$ cat config.mk
export PLATFORM = sky130hd
export DESIGN_NAME = mips16_prog_loader_flat
export DESIGN_NICKNAME = d
export VERILOG_FILES = /design/src/rtl/mips16_pkg.sv /design/src/rtl/mips16_prog_loader_if.sv /design/src/rtl/mips16_byte_pair.sv /design/src/rtl/mips16_prog_loader.sv /design/src/flat_wrapper.sv
export SDC_FILE = /design/constraint.sdc
export NUM_CORES = 1
export LEC_CHECK = 0
export ABC_CLOCK_PERIOD_IN_PS = 1900
export BUFFER_PORTS_ARGS = -buffer_cell sky130_fd_sc_hd__buf_4
export CAP_MARGIN = 20
export CORE_MARGIN = 2
export CORE_UTILIZATION = 45
export CTS_CLUSTER_DIAMETER = 100
export DETAILED_ROUTE_END_ITERATION = 7
export MAX_ROUTING_LAYER = met4
export PLACE_DENSITY = 0.7
export SETUP_SLACK_MARGIN = 0.05
export SLEW_MARGIN = 15
export SYNTH_ARGS = -nofsm -noshare
export SYNTH_HDL_FRONTEND = slang
export SYNTH_SLANG_ARGS = --single-unit
export TNS_END_PERCENT = 100
$ cat constraint.sdc
create_clock -name clk -period 1.9 [get_ports clk]
set_input_delay 0.095 -clock clk [delete_from_list [all_inputs] [get_ports clk]]
set_output_delay 0.095 -clock clk [all_outputs]
set_load 0.02 [all_outputs]
$ cat src/rtl/mips16_pkg.sv
// Shared constants and types for the MIPS16 instruction-memory path.
// Holds the loader FSM state encoding, the default frame sync byte and the
// instruction memory geometry used by both the loader and the CPU imem.
package mips16_pkg;

   localparam int unsigned BYTE_W     = 8;
   localparam int unsigned WORD_W     = 16;
   localparam int unsigned IMEM_DEPTH = 16;
   localparam int unsigned IMEM_AW    = 4;

   localparam logic [BYTE_W-1:0] SYNC_BYTE_DEFAULT = 8'hA5;

   typedef enum logic [2:0] {
      ST_IDLE  = 3'd0,
      ST_COUNT = 3'd1,
      ST_HI    = 3'd2,
      ST_LO    = 3'd3,
      ST_CKSUM = 3'd4,
      ST_DONE  = 3'd5,
      ST_ERR   = 3'd6
   } state_e;

endpackage

$ cat src/rtl/mips16_prog_loader_if.sv
// Byte-serial valid/ready stream feeding the program loader.
//   in_data  : stream byte (master -> slave)
//   in_valid : in_data valid this cycle (master -> slave)
//   in_ready : slave accepts a byte this cycle (slave -> master)
// A byte transfers on a clk edge where in_valid && in_ready.
interface mips16_prog_loader_if;
   import mips16_pkg::*;

   logic [BYTE_W-1:0] in_data;
   logic              in_valid;
   logic              in_ready;

   modport master (output in_data, output in_valid, input in_ready);
   modport slave  (input in_data, input in_valid, output in_ready);

endinterface

$ cat src/rtl/mips16_byte_pair.sv
// Assembles a hi byte and a following lo byte into one 16-bit word and
// raises word_valid for one cycle, the cycle after the lo byte is taken.
//   clk, rst   : clock, synchronous active-high reset
//   in_byte    : byte being captured
//   hi_we      : capture in_byte as word[15:8]
//   lo_we      : in_byte is word[7:0]; publish {hi, lo} next cycle
//   word       : assembled word (holds last value between pulses)
//   word_valid : one-cycle strobe accompanying a fresh word
module mips16_byte_pair
   import mips16_pkg::*;
(
   input  logic              clk,
   input  logic              rst,
   input  logic [BYTE_W-1:0] in_byte,
   input  logic              hi_we,
   input  logic              lo_we,
   output logic [WORD_W-1:0] word,
   output logic              word_valid
);

   logic [BYTE_W-1:0] hi_q, hi_d;
   logic [WORD_W-1:0] word_q, word_d;
   logic              word_valid_q, word_valid_d;

   // Next-state for the hi latch and the output word
   always_comb begin
      hi_d         = hi_q;
      word_d       = word_q;
      word_valid_d = 1'b0;
      if (hi_we) begin
         hi_d = in_byte;
      end
      if (lo_we) begin
         word_d       = {hi_q, in_byte};
         word_valid_d = 1'b1;
      end
   end

   always_ff @(posedge clk) begin
      if (rst) begin
         hi_q         <= '0;
         word_q       <= '0;
         word_valid_q <= 1'b0;
      end else begin
         hi_q         <= hi_d;
         word_q       <= word_d;
         word_valid_q <= word_valid_d;
      end
   end

   assign word       = word_q;
   assign word_valid = word_valid_q;

endmodule

$ cat src/rtl/mips16_prog_loader.sv
// Byte-serial program loader: write side of the CPU instruction memory.
// Frame: SYNC, N, then N words as hi/lo byte pairs, then (with
// LOADER_CKSUM_EN defined) one XOR checksum byte over the payload bytes.
// Holds the CPU in reset until a good frame lands or skip is seen in IDLE.
//   clk, rst     : clock, synchronous active-high reset
//   in_if        : byte stream (slave side of valid/ready)
//   skip         : in IDLE, release the CPU without loading
//   mem_we       : instruction memory write strobe (one-cycle pulse)
//   mem_waddr    : word address of the write
//   mem_wdata    : instruction word to write
//   cpu_hold     : CPU reset request, active-high
//   load_done    : image accepted, sticky until a new frame starts
//   load_err     : frame error, sticky until a new sync byte
//   words_loaded : words written in the current frame
// Optional build macro: LOADER_CKSUM_EN (adds the trailing checksum byte).
module mips16_prog_loader
   import mips16_pkg::*;
#(
   parameter int unsigned       DEPTH     = IMEM_DEPTH,
   parameter int unsigned       AW        = IMEM_AW,
   parameter logic [BYTE_W-1:0] SYNC_BYTE = SYNC_BYTE_DEFAULT
) (
   input  logic                 clk,
   input  logic                 rst,
   mips16_prog_loader_if.slave  in_if,
   input  logic                 skip,
   output logic                 mem_we,
   output logic [AW-1:0]        mem_waddr,
   output logic [WORD_W-1:0]    mem_wdata,
   output logic                 cpu_hold,
   output logic                 load_done,
   output logic                 load_err,
   output logic [AW:0]          words_loaded
);

   localparam int unsigned CNT_W = AW + 1;
   localparam int unsigned CMP_W = BYTE_W + 1;

   state_e            state_q, state_d;
   logic              in_ready_q, in_ready_d;
   logic              cpu_hold_q, cpu_hold_d;
   logic              load_done_q, load_done_d;
   logic              load_err_q, load_err_d;
   logic [CNT_W-1:0]  n_q, n_d;
   logic [CNT_W-1:0]  words_q, words_d;
   logic [AW-1:0]     waddr_q, waddr_d;
`ifdef LOADER_CKSUM_EN
   logic [BYTE_W-1:0] cksum_q, cksum_d;
`endif

   logic hi_we;
   logic lo_we;
   logic acc;
   logic is_sync;
   logic n_bad;
   logic last_word;

   assign acc       = in_if.in_valid & in_ready_q;
   assign is_sync   = (in_if.in_data == SYNC_BYTE);
   // Count byte must be 1..DEPTH; compare one bit wider so DEPTH=256 fits
   assign n_bad     = (in_if.in_data == '0) ||
                      (CMP_W'(in_if.in_data) > CMP_W'(DEPTH));
   assign last_word = ((words_q + CNT_W'(1)) == n_q);

   // Next-state and registered-output logic
   always_comb begin
      state_d     = state_q;
      in_ready_d  = 1'b1;
      cpu_hold_d  = cpu_hold_q;
      load_done_d = load_done_q;
      load_err_d  = load_err_q;
      n_d         = n_q;
      words_d     = words_q;
      waddr_d     = waddr_q;
      hi_we       = 1'b0;
      lo_we       = 1'b0;
`ifdef LOADER_CKSUM_EN
      cksum_d     = cksum_q;
`endif

      case (state_q)
         ST_IDLE: begin
            if (skip) begin
               state_d     = ST_DONE;
               cpu_hold_d  = 1'b0;
               load_done_d = 1'b1;
            end else if (acc && is_sync) begin
               state_d = ST_COUNT;
            end
         end

         ST_COUNT: begin
            if (acc) begin
               if (n_bad) begin
                  state_d    = ST_ERR;
                  cpu_hold_d = 1'b1;
                  load_err_d = 1'b1;
               end else begin
                  state_d = ST_HI;
                  n_d     = CNT_W'(in_if.in_data);
                  words_d = '0;
`ifdef LOADER_CKSUM_EN
                  cksum_d = '0;
`endif
               end
            end
         end

         ST_HI: begin
            if (acc) begin
               state_d = ST_LO;
               hi_we   = 1'b1;
`ifdef LOADER_CKSUM_EN
               cksum_d = cksum_q ^ in_if.in_data;
`endif
            end
         end

         ST_LO: begin
            if (acc) begin
               lo_we   = 1'b1;
               waddr_d = words_q[AW-1:0];
               words_d = words_q + CNT_W'(1);
`ifdef LOADER_CKSUM_EN
               cksum_d = cksum_q ^ in_if.in_data;
               state_d = last_word ? ST_CKSUM : ST_HI;
`else
               if (last_word) begin
                  // Release lands on the same cycle as the final write strobe
                  state_d     = ST_DONE;
                  cpu_hold_d  = 1'b0;
                  load_done_d = 1'b1;
               end else begin
                  state_d = ST_HI;
               end
`endif
            end
         end

`ifdef LOADER_CKSUM_EN
         ST_CKSUM: begin
            if (acc) begin
               if (in_if.in_data == cksum_q) begin
                  state_d     = ST_DONE;
                  cpu_hold_d  = 1'b0;
                  load_done_d = 1'b1;
               end else begin
                  state_d    = ST_ERR;
                  cpu_hold_d = 1'b1;
                  load_err_d = 1'b1;
               end
            end
         end
`endif

         ST_DONE: begin
            if (acc && is_sync) begin
               state_d     = ST_COUNT;
               cpu_hold_d  = 1'b1;
               load_done_d = 1'b0;
               load_err_d  = 1'b0;
            end
         end

         ST_ERR: begin
            if (acc && is_sync) begin
               state_d    = ST_COUNT;
               load_err_d = 1'b0;
            end
         end

         default: begin
            state_d = ST_IDLE;
         end
      endcase
   end

   always_ff @(posedge clk) begin
      if (rst) begin
         state_q     <= ST_IDLE;
         in_ready_q  <= 1'b0;
         cpu_hold_q  <= 1'b1;
         load_done_q <= 1'b0;
         load_err_q  <= 1'b0;
         n_q         <= '0;
         words_q     <= '0;
         waddr_q     <= '0;
`ifdef LOADER_CKSUM_EN
         cksum_q     <= '0;
`endif
      end else begin
         state_q     <= state_d;
         in_ready_q  <= in_ready_d;
         cpu_hold_q  <= cpu_hold_d;
         load_done_q <= load_done_d;
         load_err_q  <= load_err_d;
         n_q         <= n_d;
         words_q     <= words_d;
         waddr_q     <= waddr_d;
`ifdef LOADER_CKSUM_EN
         cksum_q     <= cksum_d;
`endif
      end
   end

   // Word assembly; its registered strobe and word become the memory port
   mips16_byte_pair u_byte_pair (
      .clk        (clk),
      .rst        (rst),
      .in_byte    (in_if.in_data),
      .hi_we      (hi_we),
      .lo_we      (lo_we),
      .word       (mem_wdata),
      .word_valid (mem_we)
   );

   assign in_if.in_ready = in_ready_q;
   assign mem_waddr      = waddr_q;
   assign cpu_hold       = cpu_hold_q;
   assign load_done      = load_done_q;
   assign load_err       = load_err_q;
   assign words_loaded   = words_q;

endmodule

$ cat src/flat_wrapper.sv
// flat-port wrapper written by rule: the top's interface ports become plain ports
module mips16_prog_loader_flat import mips16_pkg::*;
#(
   parameter int unsigned       DEPTH     = IMEM_DEPTH,
   parameter int unsigned       AW        = IMEM_AW,
   parameter logic [BYTE_W-1:0] SYNC_BYTE = SYNC_BYTE_DEFAULT
)
  (clk, rst, skip, mem_we, mem_waddr, mem_wdata, cpu_hold, load_done, load_err, words_loaded, in_if_in_data, in_if_in_valid, in_if_in_ready);
  mips16_prog_loader_if in_if_i ();
  input  logic clk;
  input  logic rst;
  input  logic skip;
  output logic mem_we;
  output logic [AW-1:0] mem_waddr;
  output logic [WORD_W-1:0] mem_wdata;
  output logic cpu_hold;
  output logic load_done;
  output logic load_err;
  output logic [AW:0] words_loaded;
  input wire logic [$bits(in_if_i.in_data)-1:0] in_if_in_data;
  input wire logic [$bits(in_if_i.in_valid)-1:0] in_if_in_valid;
  output wire logic [$bits(in_if_i.in_ready)-1:0] in_if_in_ready;
  assign in_if_i.in_data = in_if_in_data;
  assign in_if_i.in_valid = in_if_in_valid;
  assign in_if_in_ready = in_if_i.in_ready;
  mips16_prog_loader #(.DEPTH(DEPTH), .AW(AW), .SYNC_BYTE(SYNC_BYTE)) u_core (.clk(clk), .rst(rst), .in_if(in_if_i), .skip(skip), .mem_we(mem_we), .mem_waddr(mem_waddr), .mem_wdata(mem_wdata), .cpu_hold(cpu_hold), .load_done(load_done), .load_err(load_err), .words_loaded(words_loaded));
endmodule
Yosys cells after proc, flatten, opt, wreduce, memory -nomap -nowiden
Index checks and enable logic that the tools add are counted.
- multiplexer cells: 30
- add/subtract/negate cells: 1
- bitwise operators: 2
- eq/ne operators: 16
- divide/modulo/power cells: 0
- multipliers: 0
- shift operators: 0
- reductions and logical operators: 16
- order comparisons: 1
- operators with widths (operator ; number):
    two-way mux 3 bit ; 7
    two-way mux 1 bit ; 15
    two-way mux 5 bit ; 3
    one-hot mux 3 bit (5 select lines) ; 1
    inequality test 2 x 1 -> 1 bit, second input constant ; 7
    one-hot mux 5 bit (2 select lines) ; 1
    == test 8 bit, second input constant ; 1
    greater-than comparator 8 x 5 -> 1 bit, second input constant ; 1
    zero test 8 bit ; 1
    AND reduction 4 bit ; 2
    AND reduction 7 bit ; 1
    == test 3 x 2 -> 1 bit, second input constant ; 2
    == test 3 bit, second input constant ; 2
    AND reduction 3 bit ; 2
    adder 5 x 1 -> 5 bit, second input constant ; 1
    == test 5 bit ; 1
    AND reduction 5 bit ; 1
    inequality test 2 bit, second input constant ; 2
    one-hot mux 1 bit (4 select lines) ; 1
    nonzero test 2 bit ; 2
    nonzero test 4 bit ; 1
    == test 3 x 1 -> 1 bit, second input constant ; 1
    zero test 3 bit ; 1
    one-hot mux 1 bit (3 select lines) ; 1
    8 further kinds ; 8
- memories kept: 0
- RAM bits: 0
- latch bits: 0
- register bits after elaboration: 46
- input bits: 12
- ROM bits: 0
- output and inout port bits: 30
- logic and storage cells: 77

Depth between registers and ports, before layout
- word-level depth: 5
- gate-level depth with buffers: 6
- gate-level depth less buffers: 6

Modules after synthesis
Synthesis repeated with hierarchy kept, for this count alone.
- cells, all modules: 221
- area total of the unflattened synthesis: 2095.8 sq um
- by module, submodules not included (module ; sequential area each (sq um) ; area an instance (sq um) ; cells each ; times used):
    mips16_prog_loader ; 420.4 ; 1204.9 ; 141 ; 1
    mips16_byte_pair ; 500.5 ; 890.9 ; 80 ; 1

Worst setup path before layout
No wires, ideal clock.
- path kind: register to register
- start point: reg u_core.words_q[0] (netlist: u_core.words_loaded[0])
- end point: reg u_core.cpu_hold_q (netlist: u_core.cpu_hold)
- buffers on the path: 0
- stages on the path, launching flop included: 7
- path slack: -0.194 ns
- data required time: 1.776 ns
- data arrival time: 1.970 ns
- setup time: 0.124 ns
- clock period less this slack: 2.094 ns
- cell sequence: dfxtp_1 > ha_1 > nor2b_1 > or3_1 > a311oi_2 > o21bai_1 > a2111o_1
- longest elaborated chain between the ends: 4
- RTL lines (item ; line ; text):
    from (decl) ; mips16_prog_loader.sv:45 ; logic [CNT_W-1:0] words_q, words_d;
    from (signal assigned) ; mips16_prog_loader.sv:198 ; words_q <= words_d;
    adder 5 x 1 -> 5 bit ; mips16_prog_loader.sv:63 ; assign last_word = ((words_q + CNT_W'(1)) == n_q);
    == test 5 bit ; mips16_prog_loader.sv:63 ;
    inequality test 2 x 1 -> 1 bit (no line) ; n/a ;
    AND reduction 7 bit (no line) ; n/a ;
    to (signal assigned) ; mips16_prog_loader.sv:194 ; cpu_hold_q <= cpu_hold_d;
    to (decl) ; mips16_prog_loader.sv:41 ; logic cpu_hold_q, cpu_hold_d;
No other way between the ends.
A chain may end at the register's enable or synchronous reset.

Worst setup path in the final report
- start point: reg u_core.words_q[1] (netlist: u_core.words_loaded[1])
- end point: reg u_core.cpu_hold_q (netlist: u_core.cpu_hold)
The elaborated chain is that of the path after synthesis.

==> summary.md <==
| Metric | Value |
|---|---|
| Status | complete, no violations |
| RePlAce Congestion | 0.880 |
| CTS tree | done |
| Worst setup path category | flip-flop to flip-flop |
| Leading area contributor after synthesis | dfxtp_1 |
| Clock transition at path regs | 0.09 ns |
| Yosys Warn Count | 0 |
| Core area | 4350 um^2 |
| Total chip power | 2020 uW |
| Period utilisation layout | between 90 and 100% |
| Max_cap viols | 0 |
| First-pass GRT wire length | 7970 um |
| First-pass DRT Iterations | 6 |
| Clk_lat worst skew | roughly 0.3 ns |
| Worst setup SP type | flip-flop |
| Remaining Overflow, GRT | 0 |
| Syn Nets | 257 |
| VDD IR max | between 0.4 and 0.5 mV |
| Layout Utilization | 60.2% |
| Critical Path RT | ~2.1 ns |
| Tightest Pin Transition | around 0.48 ns |
| CP Cell Sequence | ha_4 -> nor2b_1 -> or3_1 -> a311oi_2 -> o21bai_1 -> a2111o_1 |
| Initial Utilization | 46.9% |
| Ys async rst share | 0% |
| DR WL/cell | around 14 um |
| Htree depth | 2 |
| Worst path bufs/invs | 0 |
| Setup-failing EPs final | 0 |
| # port buffers | 41 |
| Post-synthesis cell type count | 43 |
| Slowest CP cell | dfxtp_4 |
| Post-Syn Area | roughly 2000 um^2 |
| Area growth syn-to-layout | 28.3% |
| CP peak stage delay | between 0.3 and 0.4 ns |
| Total Neg Setup Slack | 0 ns |
| Gr usage total | 20.7% |
| Largest net degree at the start of global routing | 45 |
| P_leak | about 0.0011 uW |
| Die Y | 71.4 um |
| Clock root cell | clkbuf_8 |
| Initial antenna violation count | 0 |
| Kind of cell adding the most delay to the critical path | compound AO/OA/AOI/OAI gates |
| Vias in the first global route | 1691 |
| Commonest cells post-synth | nand2_1, dfxtp_1, nor2_1, a21oi_1, mux2i_1 |
| Dpl hpwl | between 3000 and 4000 um |
| Top-area cell type share of the netlist area | between 40% and 50% |
| CTS sink cnt | between 40 and 50 |
| CP Capture Type | flip-flop |
| Worst Path Max Fanout | 5 |
| Count leader, synth | nand2_1 |
| DR vias | between 1500 and 2000 |
| Via-to-Cell Ratio | 5.47 |
| Clock Tree Buf Depth | 2 |
| Fin. Hold Viols | 0 |
| Hold crit path type | input pin to flip-flop |
| Max Freq | 530 MHz |
| Relative slew slack | between 60% and 70% |
| Final min period | 1.89 ns |
| Total clock buffers created by CTS | 5 |
| Ratio of cells with drive above 1 in the final layout | 25.2% |
| Synth Flop Type | dfxtp_1 |
| Cell count after synthesis | between 200 and 250 |
| Total die area | about 5100 um^2 |
| Drt first-iter violations | 174 |
| Synth area leaders | dfxtp_1, nand2_1, a21oi_1 |
| Pwr dens | between 700 and 800 nW/um^2 |
| RSZ-0062 raised after global routing | yes |
| Die X-Extent | 71.4 um |
| Fin Clk Skew | between 0.004 and 0.005 ns |
| Sequential element share of the synthesized area | 45.1% |
| Hold-fix buffers, CTS | 0 |
| Critical Path AT | about 2.1 ns |
| ANT nets after route | 0 |
| Number of placement rows | 24 |
| Hold slack | 0.0695 ns |
| EDFF count, synth | 0 |
| Drt drc | 0 |
| Register bit total from synthesis | 46 |
| ANT cells | 0 |
| Net count reported at finish | 306 |
| Ports | 42 |
| Wirelength, routed | between 4000 and 5000 um |
| Syn Area/Cell | approximately 8.4 um^2 |
| Slew Viols, Final | 0 |
final cells by class:
| type | count | area [um^2] |
|---|---|---|
| Fill cell | 375 | 1730 |
| Tap cell | 52 | 65.1 |
| Inverter | 2 | 7.51 |
| Multi-Input combinational cell | 183 | 1100 |
| Sequential cell | 46 | 928 |
| Clock buffer | 7 | 97.6 |
| Timing Repair Buffer | 55 | 417 |
| Clock inverter | 1 | 7.51 |
layer usage:
| layer | up-vias | global-route usage, % | routed length (um) |
|---|---|---|---|
| li1 | 941 | - | - |
| met2 | 45 | 28.8 | 2180 |
| met1 | 897 | 28.7 | 2350 |
| met5 | - | - | 0 |
| met3 | 9 | 4.78 | 249 |
| met4 | 0 | 8.60 | 104 |
power by group:
group | total (uW) | leakage, uW | internal (uW) | switching, uW
registers | 1030 | 0.000373 | 990 | 43.1
logic | 323 | 0.000646 | 146 | 177
clock network | 666 | 0.0000496 | 340 | 326
path summary, 6_finish.rpt:
kind / startpoint / endpoint / slack [ns] / cells past startpoint
max: u_core.words_loaded[1] / u_core.cpu_hold / 0.01 / 6
min reg2reg: u_core.u_byte_pair.hi_q[4] / u_core.u_byte_pair.word[12] / 0.46 / 2
max reg2reg: u_core.words_loaded[1] / u_core.cpu_hold / 0.01 / 6
min: in_if_in_data[6] / u_core.u_byte_pair.word[6] / 0.07 / 3
placed cells by master, fill, tap and decap left out, drive strengths merged, types with 3 or more instances in the layout:
master  instances
xor2            3
nand2b          3
mux2i          14
o21ai           6
nand2          50
nor4            3
nand3           7
or3             3
dfxtp          46
nor2           28
a31oi           3
clkbuf          7
nor2b           5
a211oi          3
a21oi          26
xnor2           3
buf            55
through the flow:
stage	cell area, um^2	cells	setup WS, ns
2_1_floorplan	2060	244	0.0625
3_3_place_gp	2470	336	0.0370
3_5_place_dp	2470	336	-0.0156
4_1_cts	2600	346	-0.0144
5_1_grt	2620	346	-0.0667
6_report	2620	346	0.0139
worst register-to-register path: stages, from the launching register on:
cell and delay, ns:
dfxtp_4 0.36, ha_4 0.16, nor2b_1 0.11, or3_1 0.32
a311oi_2 0.36, o21bai_1 0.11, a2111o_1 0.36
registers in the layout, indices dropped and copies added (netlist names):
name                           flops
u_core.n_q                         5
u_core.mem_waddr                   4
u_core.in_if.in_ready              1
u_core.load_err                    1
u_core.cpu_hold                    1
u_core.load_done                   1
u_core.state_q                     3
u_core.u_byte_pair.word_valid      1
u_core.u_byte_pair.word           16
u_core.words_loaded                5
u_core.u_byte_pair.hi_q            8
kinds of logic (layout without fill, tap and decap cells):
family	count (synthesis)	in the layout	synth area share, %
DFF	46	46	45.1
AOI/OAI and AO/OA	53	53	16.8
and+or+nand+nor	109	109	25.1
adders and majority gates	1	1	0.613
xor gates and xnor gates	6	6	2.57
buffers and inverters	15	65	2.82
muxes	14	14	7.05
what timing repair did:
| action | CTS | global route |
|---|---|---|
| endpoints found under the setup margin | 2 | 10 |
| gates resized for setup | 1 | 3 |
| buffers inserted | 2 | 0 |
| pin swaps | 2 | 1 |
(Power assumes the default switching activity.)
